--- config.mk ---
export PLATFORM = sky130hd
export DESIGN_NAME = phy_strap_seq
export DESIGN_NICKNAME = d
export VERILOG_FILES = /design/src/rtl/phy_strap_pkg.sv /design/src/rtl/phy_strap_timer.sv /design/src/rtl/phy_strap_seq.sv
export SDC_FILE = /design/constraint.sdc
export NUM_CORES = 1
export LEC_CHECK = 0
export CAP_MARGIN = 5
export CORE_MARGIN = 10
export CORE_UTILIZATION = 51
export DETAILED_ROUTE_END_ITERATION = 12
export PLACE_DENSITY = 0.89
export SYNTH_ARGS = -nofsm -noshare
export SYNTH_HDL_FRONTEND = slang
export SYNTH_SLANG_ARGS = --single-unit
export TNS_END_PERCENT = 5
--- constraint.sdc ---
create_clock -name clk_50 -period 3.35 [get_ports clk_50]
set_input_delay 0.67 -clock clk_50 [delete_from_list [all_inputs] [get_ports clk_50]]
set_output_delay 0.67 -clock clk_50 [all_outputs]
set_load 0.02 [all_outputs]
--- src/rtl/phy_strap_pkg.sv ---
// phy_strap_pkg: shared state encoding and strap field widths for the PHY strap sequencer
package phy_strap_pkg;
  localparam int MODE_W = 4;
  localparam int ADDR_W = 5;
  typedef enum logic [2:0] {S_ASSERT, S_HOLD, S_SETTLE, S_NEXT, S_DONE} state_t;
endpackage

--- src/rtl/phy_strap_timer.sv ---
// phy_strap_timer: loadable down-counter, tc high while the count sits at zero
module phy_strap_timer
  import phy_strap_pkg::*;
#(
  parameter int W = 8,
  parameter logic [W-1:0] INIT = '0
) (
  input  logic         clk_50,
  input  logic         reset_n,
  input  logic         ld,
  input  logic [W-1:0] val,
  output logic         tc
);
  logic [W-1:0] cnt;
  // load wins over counting; the count parks at zero until reloaded
  always_ff @(posedge clk_50 or negedge reset_n)
    if (!reset_n) cnt <= INIT;
    else if (ld) cnt <= val;
    else if (cnt != '0) cnt <= cnt - W'(1);
  assign tc = (cnt == '0);
endmodule

--- src/rtl/phy_strap_seq.sv ---
// phy_strap_seq: per-PHY reset/strap/settle power-up sequencer.
// Define PHY_STRAP_PARALLEL_EN to sequence all PHYs at once instead of one by one.
module phy_strap_seq
  import phy_strap_pkg::*;
#(
  parameter int NUM_PHY       = 2,
  parameter int RST_CYCLES    = 500000,
  parameter int HOLD_CYCLES   = 50,
  parameter int SETTLE_CYCLES = 250000
) (
  input  logic                        clk_50,
  input  logic                        reset_n,
  input  logic                        start,
  input  logic [MODE_W*NUM_PHY-1:0]   strap_mode_in,
  input  logic [ADDR_W*NUM_PHY-1:0]   strap_addr_in,
  input  logic [NUM_PHY-1:0]          strap_dv_in,
  output logic [NUM_PHY-1:0]          phy_hw_rst,
  output logic [NUM_PHY-1:0]          strap_oe,
  output logic [MODE_W*NUM_PHY-1:0]   strap_mode_out,
  output logic [ADDR_W*NUM_PHY-1:0]   strap_addr_out,
  output logic [NUM_PHY-1:0]          strap_dv_out,
  output logic [NUM_PHY-1:0]          phy_ready,
  output logic                        busy
);
  localparam int MAXC = (RST_CYCLES > HOLD_CYCLES)
                      ? ((RST_CYCLES > SETTLE_CYCLES) ? RST_CYCLES : SETTLE_CYCLES)
                      : ((HOLD_CYCLES > SETTLE_CYCLES) ? HOLD_CYCLES : SETTLE_CYCLES);
  localparam int CW = $clog2(MAXC + 1);
  localparam int IW = (NUM_PHY > 1) ? $clog2(NUM_PHY) : 1;

  state_t            state;
  logic [IW-1:0]     idx;
  logic              lat, tc, ld, last;
  logic [CW-1:0]     val;
  logic [NUM_PHY-1:0] sel, nsel, lsel;

  // which PHYs the current phase acts on, and which one comes next
  always_comb begin
`ifdef PHY_STRAP_PARALLEL_EN
    sel  = '1;
    nsel = '0;
    last = 1'b1;
`else
    sel  = NUM_PHY'(1) << idx;
    nsel = sel << 1;
    last = (idx == IW'(NUM_PHY - 1));
`endif
    lsel = (state == S_ASSERT && lat) ? sel : (state == S_NEXT && !last) ? nsel : '0;
  end

  // phase durations are loaded as N-1 so each phase spans exactly N edges
  always_comb begin
    ld  = ((state == S_ASSERT || state == S_HOLD) && tc) ||
          (state == S_NEXT && !last) || (state == S_DONE && start);
    val = (state == S_ASSERT) ? CW'(HOLD_CYCLES - 1)
        : (state == S_HOLD)   ? CW'(SETTLE_CYCLES - 1)
        :                       CW'(RST_CYCLES - 1);
  end

  phy_strap_timer #(.W(CW), .INIT(CW'(RST_CYCLES - 1))) u_timer (
    .clk_50  (clk_50),
    .reset_n (reset_n),
    .ld      (ld),
    .val     (val),
    .tc      (tc)
  );

  // sequencer: latch straps on ASSERT entry, release reset, drop straps, settle, mark ready
  always_ff @(posedge clk_50 or negedge reset_n)
    if (!reset_n) begin
      state          <= S_ASSERT;
      idx            <= '0;
      lat            <= 1'b1;
      phy_hw_rst     <= '0;
      strap_oe       <= '0;
      strap_mode_out <= '0;
      strap_addr_out <= '0;
      strap_dv_out   <= '0;
      phy_ready      <= '0;
      busy           <= 1'b1;
    end else begin
      for (int i = 0; i < NUM_PHY; i++)
        if (lsel[i]) begin
          strap_mode_out[i*MODE_W +: MODE_W] <= strap_mode_in[i*MODE_W +: MODE_W];
          strap_addr_out[i*ADDR_W +: ADDR_W] <= strap_addr_in[i*ADDR_W +: ADDR_W];
          strap_dv_out[i]                    <= strap_dv_in[i];
          strap_oe[i]                        <= 1'b1;
        end
      case (state)
        S_ASSERT: begin
          lat <= 1'b0;
          if (tc) begin
            phy_hw_rst <= phy_hw_rst | sel;
            state      <= S_HOLD;
          end
        end
        S_HOLD: if (tc) begin
          strap_oe <= strap_oe & ~sel;
          state    <= S_SETTLE;
        end
        S_SETTLE: if (tc) state <= S_NEXT;
        S_NEXT: begin
          phy_ready <= phy_ready | sel;
          if (last) begin
            busy  <= 1'b0;
            state <= S_DONE;
          end else begin
            idx   <= idx + IW'(1);
            state <= S_ASSERT;
          end
        end
        S_DONE: if (start) begin
          phy_hw_rst <= '0;
          phy_ready  <= '0;
          idx        <= '0;
          lat        <= 1'b1;
          busy       <= 1'b1;
          state      <= S_ASSERT;
        end
        default: state <= S_ASSERT;
      endcase
    end
endmodule

After elaboration in Yosys (flattened, before gate mapping). Index checks and enable logic that the tools add are counted.

Flip-flop bits (word level): 51. Output and inout bits: 27.

Add/subtract/negate cells: 2. Eq/ne operators: 9. Shift operators: 1. Mux-type cells: 27. Bitwise gates (word level): 4. Reduce and logical (&&, ||, !) cells: 19.

Operators with widths (count): $mux W19 (4); $logic_not A19 Y1 (1); $reduce_bool A19 Y1 (1); $sub A19 B1 Y19 const B (1); $mux W3 (5); $pmux W3 S5 (1); $mux W2 (6); $ne A2 B2 Y1 const B (5); $pmux W2 S2 (2); $eq A3 B2 Y1 const B (2); $mux W1 (6); $pmux W1 S2 (3); $reduce_and A3 Y1 (2); $reduce_bool A2 Y1 (3); $logic_and A1 B1 Y1 (4); $or A2 B2 Y2 (2); $reduce_and A2 Y1 (2); $reduce_and A4 Y1 (1); $eq A3 B1 Y1 const B (1); $eq A3 B3 Y1 const B (1); $logic_not A3 Y1 (1); $logic_or A1 B1 Y1 (3); $and A2 B2 Y2 (1); $not A2 Y2 (1); other kinds (3) (3).

Depth between registers and ports, before layout. Gate-level depths: netlist of run 1.

Depth after elaboration: 7. Gate-level depth with buffers: 6. Mapped depth without buffers: 6.

Cells and area by module. Synthesis of run 1 repeated with hierarchy kept, for this count alone.

Cell total of the unflattened synthesis: 233. Area, all modules: 2499.9 um^2.

Modules (own cells, without submodules): phy_strap_seq (times used 1, cells an instance 106, area each 1368.8 um^2, sequential area each 803.3 um^2); phy_strap_timer (times used 1, cells an instance 127, area each 1131.1 um^2, sequential area each 489.2 um^2).

Worst setup path after synthesis of run 1. No wires, ideal clock.

Path kind: register -> register. Start point: reg u_timer.cnt[5]. End point: reg u_timer.cnt[5]. Setup time: 0.125 ns. Arrival time: 2.101 ns. Data required time: 3.225 ns. Setup slack: 1.124 ns. Cell stages (with the launch flop): 7. Path buffers: 2. Clock period less this slack: 2.226 ns. Cell sequence: dfrtp_1 or4_1 buf_2 or4b_4 buf_6 nor2_2 mux2_2.

Word-level cells in the longest chain between the ends: 5.

RTL lines: start, declared (line phy_strap_timer.sv:14) `logic [W-1:0] cnt;`; start signal, assigned (line phy_strap_timer.sv:18) `else if (ld) cnt <= val;`; start signal, assigned (line phy_strap_timer.sv:19) `else if (cnt != '0) cnt <= cnt - W'(1);`; parallel branches: the longest is 5 deep, another holds $sub A19 B1 Y19.

Parallel ways; which one is timed is not known. The select of a mux whose other input is x is not followed. A chain may end at the register's enable or synchronous reset.

Worst setup path in the final report of run 1.
Start point: reg u_timer.cnt[5]. End point: reg u_timer.cnt[14].

Same word-level chain as after synthesis.

==> out/qor.yml, run 1 <==
run_status:
  outcome: "finished clean"
cts:
  clk_latency_ps: 310
  cts.repair.resized: 0
  cts_tree: "built"
  root_buffer: "clkbuf_8"
  cts_sinks: 51
  cts-htree-levels: 2
  clockBufferDepth: 2
  cts_buffers: 5
  postCtsSetupBuffers: 0
  clk_pin_slew_ps: 90
  cts_hold_buf: 0
synthesis:
  syn_area_sq_um: 2456
  synth_area_per_cell_sq_um: 10.77
  synth_area_leaders: "dfrtp_1 39%, dfstp_2 14%, mux2_2 9.6%"
  synth.top_cell.area_share_pct: 38.72
  synth_nets: 253
  synth_cells: 228
  yosysTopAreaCell: "dfrtp_1"
  synthFlopType: "dfrtp_1"
  ys_ff_latch: 51
  synth.distinct_cells: 44
  yosys_warnings: 0
  synth-edff-count: 0
  ys_async_sr_fraction_pct: 100.0
  synth_seq_area_share_pct: 52.62
global_route:
  antenna_found_initial: 0
  grt_pass1_vias: 2070
  grt_max_degree: 49
  grt_overflow: 0
  grt_pass1_wl_microns: 9660
  grt_usage_pct: 15.24
pwr:
  p_per_area_nw_per_um2: 364.4
  ir_drop_v: 0.0003091
  p_leak_nw: 1.192
worst_setup_path:
  crit_slowest_cell: "or4_1"
  crit_arrival_ps: 2580
  crit_chain: "or4_1, or4b_4, o21ai_0, o21ai_0"
  criticalPathCategory: "register to register"
  cp_data_required_time_ps: 3530
  path_buf_inv: 0
  max_stage_delay_ps: 700
  crit_top_cell: "o21ai_0"
  cp-start-kind: "register"
  critPathMaxFanout: 10
  worstSetupEndpointType: "register"
  critical-path-top-delay-family: "simple AND/OR/NAND/NOR gates"
flow_run:
  max-cap-violations: 0
final_layout:
  drive_gt1_share_pct: 19.13
  final_util_pct: 66.11
  n_antenna_cell: 0
  fillers: 361
  fin_nets: 301
  layout_common_cells: "48 x clkdlybuf4s50_1, 38 x dfrtp_1, 21 x mux2_2"
  syn_to_final_growth_pct: 26.29
  layout.cells.most_common: "clkdlybuf4s50_1"
drt:
  drtIter0Drc: 151
  final_antenna_net_count: 0
  route.met3.wl_microns: 657
  topRoutingLayerUsed: "met4"
  dr.pass1.iters: 5
  route.met2.wl_microns: 2569
  wl_microns: 5680
  wl_met1_microns: 2341
  drc_errors: 0
  post_drt_wl_per_cell_microns: 17.16
  routed-via-count: 2032
  avgViaCountPerCell: 6.139
die:
  die_h_microns: 89.40
  core_region_area_sq_um: 4692
  die-area_sq_um: 7991
  io_pins: 50
  start_util_pct: 52.35
  num_rows: 25
  dieWidth_microns: 89.40
timing:
  slew_violations: 0
  grt_setup_unrepaired: "no"
  min_period_over_period_pct: 71.56
  finalSetupViolCount: 0
  period_needed_ps: 2397
  worstMarginPinSlew_ps: 1009
  slew_headroom_pct: 32.74
  fin_skew_ps: 5.099
  finalHoldViolCount: 0
  final.setup.tns_ps: 0
  fmax_mhz: 417.2
place:
  port_buffers: 49
  gp_congestion: 0.8848
  hpwlAfterDp_microns: 4106
worst_hold_path:
  worstHoldPathType: "register to register"
synth_stat cells (all sizes together), types with 3 or more instances:
library cell,number
a21oi,16
buf,3
clkbuf,9
dfrtp,38
dfstp,13
inv,6
mux2,21
nand2,10
nand2b,3
nand3,5
nand4,5
nor2,14
nor2b,3
nor3,7
nor4,7
o21ai,18
o31ai,3
or2,3
or3,4
or4,8
xnor2,4
xor2,4
metal layers:
metal / vias to the layer above / GRT usage [%]
li1: 936 / -
met5: - / 0
met1: 958 / 18.13
met3: 11 / 8.022
met4: 0 / 5.058
met2: 127 / 23.10
sequential cells by signal (all words and copies together) (netlist names), 2 cells and up:
| signal | cells |
|---|---|
| phy_hw_rst | 2 |
| phy_ready | 2 |
| state | 3 |
| strap_addr_out | 10 |
| strap_dv_out | 2 |
| strap_mode_out | 8 |
| strap_oe | 2 |
| u_timer.cnt | 19 |
cell families after synthesis:
| kind of cell | share of synthesized area (%) |
|---|---|
| multiplexers | 9.628 |
| flip-flops | 52.62 |
| buffers and inverters | 3.158 |
| XOR/XNOR | 2.852 |
| AND/OR/NAND/NOR | 17.37 |
| AO/OA/AOI/OAI | 13.35 |
| adder cells (fa/ha/maj) | 1.019 |
power by group:
group          switching (mW)  internal [mW]
clock network           0.199          0.242
registers             0.00270          0.622
logic                  0.0277         0.0373
worst reg2reg max path: stages (launching register included):
cell and delay (ps):
dfrtp_1 410, or4_1 700, or4b_4 610, o21ai_0 390, o21ai_0 160
layout make-up:
| type | instances | area, sq um | area share (%) |
|---|---|---|---|
| clock buffer | 6 | 82.58 | 2.662 |
| clock inverter | 2 | 35.03 | 1.129 |
| inverter | 6 | 22.52 | 0.7261 |
| multi-input combinational | 159 | 1086 | 35.01 |
| sequential | 51 | 1292 | 41.67 |
| tap | 54 | 67.56 | 2.178 |
| timing repair buffer | 53 | 515.5 | 16.62 |
through the flow:
stage	instance area (sq um)	power (mW)	setup slack, ps	cells	hold slack [ps]
global route	3102	1.171	813.1	331	528.1
finish	3102	1.130	952.8	331	501.3
global placement	2984	0.7010	1061	323	471.3
detailed placement	2984	0.7028	979.9	323	488.7
floorplan	2456	0.6506	1124	228	374.4
CTS	3102	1.140	961.7	331	501.3
path summary, 6_finish.rpt:
kind / from / end / slack, ps / depth (start not counted)
worst max register to register: u_timer.cnt[5] / u_timer.cnt[14] / 950 / 4
worst max-delay path: u_timer.cnt[5] / u_timer.cnt[14] / 950 / 4
worst min-delay path: busy / busy / 500 / 2
worst min register to register: busy / busy / 500 / 2
max in group asynchronous: reset_n / u_timer.cnt[0] / 2080 / 2
min in group asynchronous: reset_n / phy_ready[0] / 530 / 1
No activity file was read; power rests on OpenSTA's default activity.
==> inputs of run 2 (changes only) <==
==> constraint.sdc (replaced) <==
create_clock -name clk_50 -period 2.46 [get_ports clk_50]
set_input_delay 0.492 -clock clk_50 [delete_from_list [all_inputs] [get_ports clk_50]]
set_output_delay 0.492 -clock clk_50 [all_outputs]
set_load 0.02 [all_outputs]
==> out/qor.yml, run 2 (synthesis results as in run 1) <==
pwr:
  p_per_area_nw_per_um2: 468.9  # +29%
  power_mw: 1.458  # +29%
  p_leak_nw: 1.195  # +0.20%
  ir_drop_v: 0.0003621  # +17%
drt:
  route.met2.wl_microns: 2701  # +5.1%
  routed-via-count: 2003  # -1.4%
  dr.pass1.iters: 4  # -1
  wl_microns: 5851  # +3.0%
  post_drt_wl_per_cell_microns: 17.47  # +1.8%
  final_antenna_net_count: 0  # unchanged
  avgViaCountPerCell: 5.979  # -2.6%
  drc_errors: 0  # unchanged
  wl_met1_microns: 2479  # +5.9%
  topRoutingLayerUsed: "met4"
  route.met3.wl_microns: 553  # -16%
  drtIter0Drc: 136  # -9.9%
cts:
  cts_sinks: 51  # unchanged
  cts.repair.resized: 0  # unchanged
  cts_tree: "built"
  postCtsSetupBuffers: 0  # unchanged
  clockBufferDepth: 2  # unchanged
  cts-htree-levels: 2  # unchanged
  cts_buffers: 5  # unchanged
  clk_pin_slew_ps: 110  # +20 ps
  clk_latency_ps: 320  # about the same
  cts_hold_buf: 0  # unchanged
  root_buffer: "clkbuf_8"
flow_run:
  max-cap-violations: 0  # unchanged
worst_setup_path:
  cp_data_required_time_ps: 2670  # -860 ps
  max_stage_delay_ps: 550  # -150 ps
  r2r_slack_ps: 260  # -700 ps
  crit_slowest_cell: "or4_1"
  r2r-end: "strap_oe[0]"
  worstSetupEndpointType: "register"
  criticalPathCategory: "register to register"
  critPathLaunch: "u_timer.cnt[5]"
  crit_arrival_ps: 2420  # -160 ps
  cp-start-kind: "register"
  crit_chain: "or4_1, buf_4, nor4b_2, buf_4, nand3_1, a2bb2oi_1"
  r2r_start: "u_timer.cnt[5]"
  crit_top_cell: "buf_4"
  critPathCapture: "strap_oe[0]"
  critPathMaxFanout: 12  # +2
  reg2regPathDepth: 6  # +2
final_layout:
  fin_nets: 305  # +1.3%
  syn_to_final_growth_pct: 26.64
  layout_common_cells: "48 x clkdlybuf4s50_1, 38 x dfrtp_1, 21 x mux2_2"
  n_antenna_cell: 0  # unchanged
  drive_gt1_share_pct: 20.28  # +1.2 points
  layout.cells.most_common: "clkdlybuf4s50_1"
  top_register: "u_timer.cnt"
  top_regs: "u_timer.cnt (19), strap_addr_out (10), strap_mode_out (8)"
  largest_reg_flops: 19  # unchanged
  fillers: 363  # +0.55%
timing:
  min_period_over_period_pct: 89.56  # +18 points
  finalSetupViolCount: 0  # unchanged
  fin_skew_ps: 17.82  # +12.72 ps
  period_needed_ps: 2203  # -194.1 ps
  worstMarginPinSlew_ps: 661.8  # -347.1 ps
  fmax_mhz: 453.9  # +8.8%
  slew_violations: 0  # unchanged
  finalHoldViolCount: 0  # unchanged
  final.setup.tns_ps: 0  # unchanged
  slew_headroom_pct: 55.47  # +23 points
  grt_setup_unrepaired: "no"
global_route:
  grt_pass1_vias: 2056  # -0.68%
  grt_max_degree: 28  # -43%
  grt_pass1_wl_microns: 9756  # +0.99%
  antenna_found_initial: 0  # unchanged
  grt_usage_pct: 15.48  # +0.24 points
  grt_overflow: 0  # unchanged
die:
  dieWidth_microns: 89.40  # unchanged
  die-area_sq_um: 7991  # unchanged
  die_h_microns: 89.40  # unchanged
  io_pins: 50  # unchanged
  num_rows: 25  # unchanged
  start_util_pct: 52.35  # unchanged
  core_region_area_sq_um: 4692  # unchanged
run_status:
  outcome: "finished clean"
worst_hold_path:
  worstHoldPathType: "input port to async pin"
place:
  hpwlAfterDp_microns: 4391  # +6.9%
  port_buffers: 49  # unchanged
  gp_congestion: 0.8918  # +0.79%
-- run 2: final cells by class --
cell class,instances,area (sq um),share of cell area [%]
Inverter,6,22.52,0.7241
Timing Repair Buffer,57,545.5,17.54
Sequential cell,51,1292,41.55
Multi-Input combinational cell,159,1086,34.92
Clock inverter,3,27.53,0.8850
Clock buffer,5,68.82,2.212
Tap cell,54,67.56,2.172
-- run 2: worst min path at each step --
stage | slack [ps] | startpoint | to | depth (start not counted)
finish | 160 | reset_n | strap_dv_out[0] | 1
global route | 200 | reset_n | strap_mode_out[1] | 1
global placement | 470 | strap_oe[1] | strap_oe[1] | 1
CTS | 180 | reset_n | strap_dv_out[0] | 1
floorplan | 200 | reset_n | idx | 0
detailed placement | 480 | strap_oe[1] | strap_oe[1] | 1
-- run 2: critical path, delay by kind of cell, from the launching register on --
family                 cells  cell delay (ps)
AOI/OAI and AO/OA          1              210
buffers and inverters      2              440
DFF                        1              410
and+or+nand+nor            3             1060
-- run 2: stage by stage --
stage                     util [%]  cell area (sq um)  setup slack [ps]  cells  hold WS, ps
after detailed placement     64.24               3014             284.5    327        479.3
after floorplan                  -               2456             233.8    228        196.4
after CTS                    66.29               3110             287.6    335        183.9
final                        66.29               3110             256.9    335        159.3
after global routing         66.29               3110             125.8    335        198.9
after global placement       64.24               3014             348.2    327        468.6
-- run 2: power breakdown --
group / internal [mW] / total [mW] / switching, mW
Combinational: 0.0519 / 0.0902 / 0.0383
Sequential: 0.847 / 0.851 / 0.00377
Clock: 0.209 / 0.517 / 0.308
-- run 2: routing by layer --
metal,GRT usage (%),up-vias
met5,0,-
li1,-,941
met4,6.503,0
met1,18.50,963
met3,5.743,9
met2,24.49,90
==> inputs of run 3 (changes only) <==
--- a/config.mk
+++ b/config.mk
@@ -5,11 +5,12 @@
 export SDC_FILE = /design/constraint.sdc
 export NUM_CORES = 1
 export LEC_CHECK = 0
+export ABC_AREA = 1
 export CAP_MARGIN = 5
 export CORE_MARGIN = 10
-export CORE_UTILIZATION = 51
+export CORE_UTILIZATION = 47
 export DETAILED_ROUTE_END_ITERATION = 12
-export PLACE_DENSITY = 0.89
+export PLACE_DENSITY = 0.86
 export SYNTH_ARGS = -nofsm -noshare
 export SYNTH_HDL_FRONTEND = slang
 export SYNTH_SLANG_ARGS = --single-unit
==> constraint.sdc (replaced) <==
create_clock -name clk_50 -period 2 [get_ports clk_50]
set_input_delay 0.4 -clock clk_50 [delete_from_list [all_inputs] [get_ports clk_50]]
set_output_delay 0.4 -clock clk_50 [all_outputs]
set_load 0.02 [all_outputs]
==> out/qor.yml, run 3 <==
cts:
  postCtsSetupBuffers: 0  # unchanged
  cts_buffers: 5  # unchanged
  root_buffer: "clkbuf_8"
  clk_pin_slew_ps: 100  # about the same
  cts.repair.resized: 0  # unchanged
  cts-htree-levels: 2  # unchanged
  clk_latency_ps: 320  # about the same
  cts_hold_buf: 0  # unchanged
  cts_sinks: 51  # unchanged
  cts_tree: "built"
  clockBufferDepth: 2  # unchanged
place:
  dpl_cell_area_sq_um: 3213  # +6.6%
  hpwlAfterDp_microns: 5036  # +15%
  dp_cells: 436  # +33%
  port_buffers: 49  # unchanged
  gp_congestion: 0.8886  # -0.36%
final_layout:
  syn_to_final_growth_pct: 25.76
  fin_nets: 396  # +30%
  top_register: "u_timer.cnt"
  stdcell_area_sq_um: 3298  # +6.0%
  layout.cells.most_common: "nand2_1"
  largest_reg_flops: 19  # unchanged
  n_antenna_cell: 0  # unchanged
  instances_no_fill: 444  # +33%
  layout_common_cells: "100 x nand2_1, 48 x clkdlybuf4s50_1, 42 x nor2_1"
  top_regs: "u_timer.cnt (19), strap_addr_out (10), strap_mode_out (8)"
  drive_gt1_share_pct: 15.05  # -5.2 points
  final_util_pct: 60.27  # -6.0 points
timing:
  final.setup.tns_ps: 0  # unchanged
  fmax_mhz: 545.2
  fin_skew_ps: 15.91  # -1.904 ps
  finalHoldViolCount: 0  # unchanged
  slew_headroom_pct: 76.73  # +21 points
  period_needed_ps: 1834
  worstMarginPinSlew_ps: 347.7  # -314.1 ps
  grt_setup_unrepaired: "no"
  min_period_over_period_pct: 91.71
  slew_violations: 0  # unchanged
  finalSetupViolCount: 0  # unchanged
synthesis:
  synth_most_common_cell: "nand2_1"
  synth_mux_area_share_pct: 4.294  # -5.3 points
  synthSimpleGateAreaFrac_pct: 32.30  # +15 points
  syn_area_sq_um: 2623  # +6.8%
  synth.distinct_cells: 31  # -30%
  synth-edff-count: 0  # unchanged
  synth_area_per_cell_sq_um: 8.325  # -23%
  yosysTopAreaCell: "dfrtp_1"
  synth_top_family_by_area: "simple AND/OR/NAND/NOR gates"
  synth_adder_area_share_pct: 0.9542  # -0.065 points
  synth_nets: 340  # +34%
  synth_commonest_cells: "100 x nand2_1, 42 x nor2_1, 38 x dfrtp_1, 25 x inv_1, 15 x nand3_1"
  ys_async_sr_fraction_pct: 100.0  # unchanged
  synth_cells: 315  # +38%
  synth_compound_area_share_pct: 5.344  # -8.0 points
  ys_ff_latch: 51  # unchanged
  yosys_warnings: 0  # unchanged
  synth_xor_area_share_pct: 2.338  # -0.51 points
  synthFlopType: "dfrtp_1"
  synth_area_leaders: "dfrtp_1 36%, nand2_1 14%, dfstp_2 13%"
  synth.top_cell.area_share_pct: 36.26  # -2.5 points
  synth_seq_area_share_pct: 49.28  # -3.3 points
worst_setup_path:
  cp_data_required_time_ps: 1600  # -1070 ps
  crit_slowest_cell: "clkdlybuf4s50_1"
  criticalPathCategory: "register to output pin"
  crit_chain: "clkdlybuf4s50_1"
  path_buf_inv: 1  # -1
  worstSetupEndpointType: "output pin"
  critPathMaxFanout: 2  # -10
  crit_arrival_ps: 1430  # -990 ps
  cp-start-kind: "register"
  max_stage_delay_ps: 600  # +50 ps
  critical-path-top-delay-family: "buffers and inverters"
die:
  start_util_pct: 47.92  # -4.4 points
  io_pins: 50  # unchanged
  num_rows: 27  # +8.0%
  die_h_microns: 94.70  # +5.9%
  die-area_sq_um: 8968  # +12%
  core_region_area_sq_um: 5473  # +17%
  dieWidth_microns: 94.70  # +5.9%
drt:
  final_antenna_net_count: 0  # unchanged
  drc_errors: 0  # unchanged
  post_drt_wl_per_cell_microns: 14.50  # -17%
  wl_microns: 6438  # +10%
  drtIter0Drc: 243  # +79%
  dr.pass1.iters: 4  # unchanged
  routed-via-count: 2250  # +12%
  avgViaCountPerCell: 5.068  # -15%
run_status:
  outcome: "finished clean"
worst_hold_path:
  worstHoldPathType: "input port to async pin"
global_route:
  grt_pass1_vias: 2240  # +8.9%
  grt_overflow: 0  # unchanged
  antenna_found_initial: 0  # unchanged
  grt_usage_pct: 14.80  # -0.68 points
  grt_pass1_wl_microns: 10540  # +8.0%
  grt_max_degree: 52  # +86%
flow_run:
  max-cap-violations: 0  # unchanged
pwr:
  p_leak_nw: 1.482  # +24%
  p_per_area_nw_per_um2: 529.4  # +13%
  ir_drop_v: 0.0004110  # +14%
  power_mw: 1.746  # +20%
run 3: changes by cell type after synthesis, moves of 10 or more:
cell / previous run / this run
nand2_1: 10 / 100
nor2_1: 13 / 42
mux2_2: 21 / 1
inv_1: 6 / 25
o21ai_0: 18 / 7
a21oi_1: 16 / 6
nand3_1: 5 / 15
run 3: stage by stage:
stage	hold WS [ps]	worst slack, ps
2_1_floorplan	104.4	421.2
3_3_place_gp	413.1	278.2
3_5_place_dp	411.4	221.2
6_report	64.00	165.9
5_1_grt	72.95	36.43
4_1_cts	78.43	157.1
run 3: power by group:
| group | switching (mW) | leakage [nW] | total (mW) | internal [mW] |
|---|---|---|---|---|
| combinational | 0.0456 | 0.885 | 0.108 | 0.0626 |
| sequential | 0.00498 | 0.557 | 1.05 | 1.04 |
| clock | 0.345 | 0.0412 | 0.591 | 0.245 |
run 3: layout make-up:
| type | count | area, sq um |
|---|---|---|
| clock buffers | 6 | 72.57 |
| clock inverters | 2 | 12.51 |
| fillers | 464 | 2175 |
| inverters | 31 | 116.4 |
| multi-input cells | 229 | 1186 |
| flip-flops and latches | 51 | 1292 |
| well taps | 72 | 90.09 |
| repair buffers | 53 | 528.0 |
run 3: cells by family (layout without fill, tap and decap cells):
kind of cell,count (synthesis),after routing
buf+inv,35,92
fa+ha+maj,2,2
simple gates,188,188
flops,51,51
compound gates,22,22
xor+xnor,7,7
mux,10,10
run 3: worst paths after layout:
kind	start	endpoint	slack [ps]	cells past startpoint
setup / recovery	busy	busy	170	1
hold / removal	reset_n	u_timer.cnt[6]	60	2
setup reg to reg	u_timer.cnt[11]	u_timer.cnt[9]	210	7
hold reg to reg	strap_addr_out[8]	strap_addr_out[8]	490	1
max in group asynchronous	reset_n	busy	1650	2
min in group clk_50	strap_addr_out[8]	strap_addr_out[8]	490	1
run 3: worst register-to-register path, cell delays in order (launching register included):
cell and delay, ps:
dfrtp_1 430, nor2_1 170, nand2_1 130, nor2_4 230, nand4_1 290, nor2_2 160
buf_4 210, nor3_2 50
run 3: metal layers:
metal / global-route usage [%] / vias up / wire length (microns)
li1: - / 1106 / -
met5: 0 / - / 0
met1: 17.28 / 1044 / 2698
met3: 6.344 / 9 / 635
met2: 23.91 / 91 / 3047
met4: 5.112 / 0 / 57
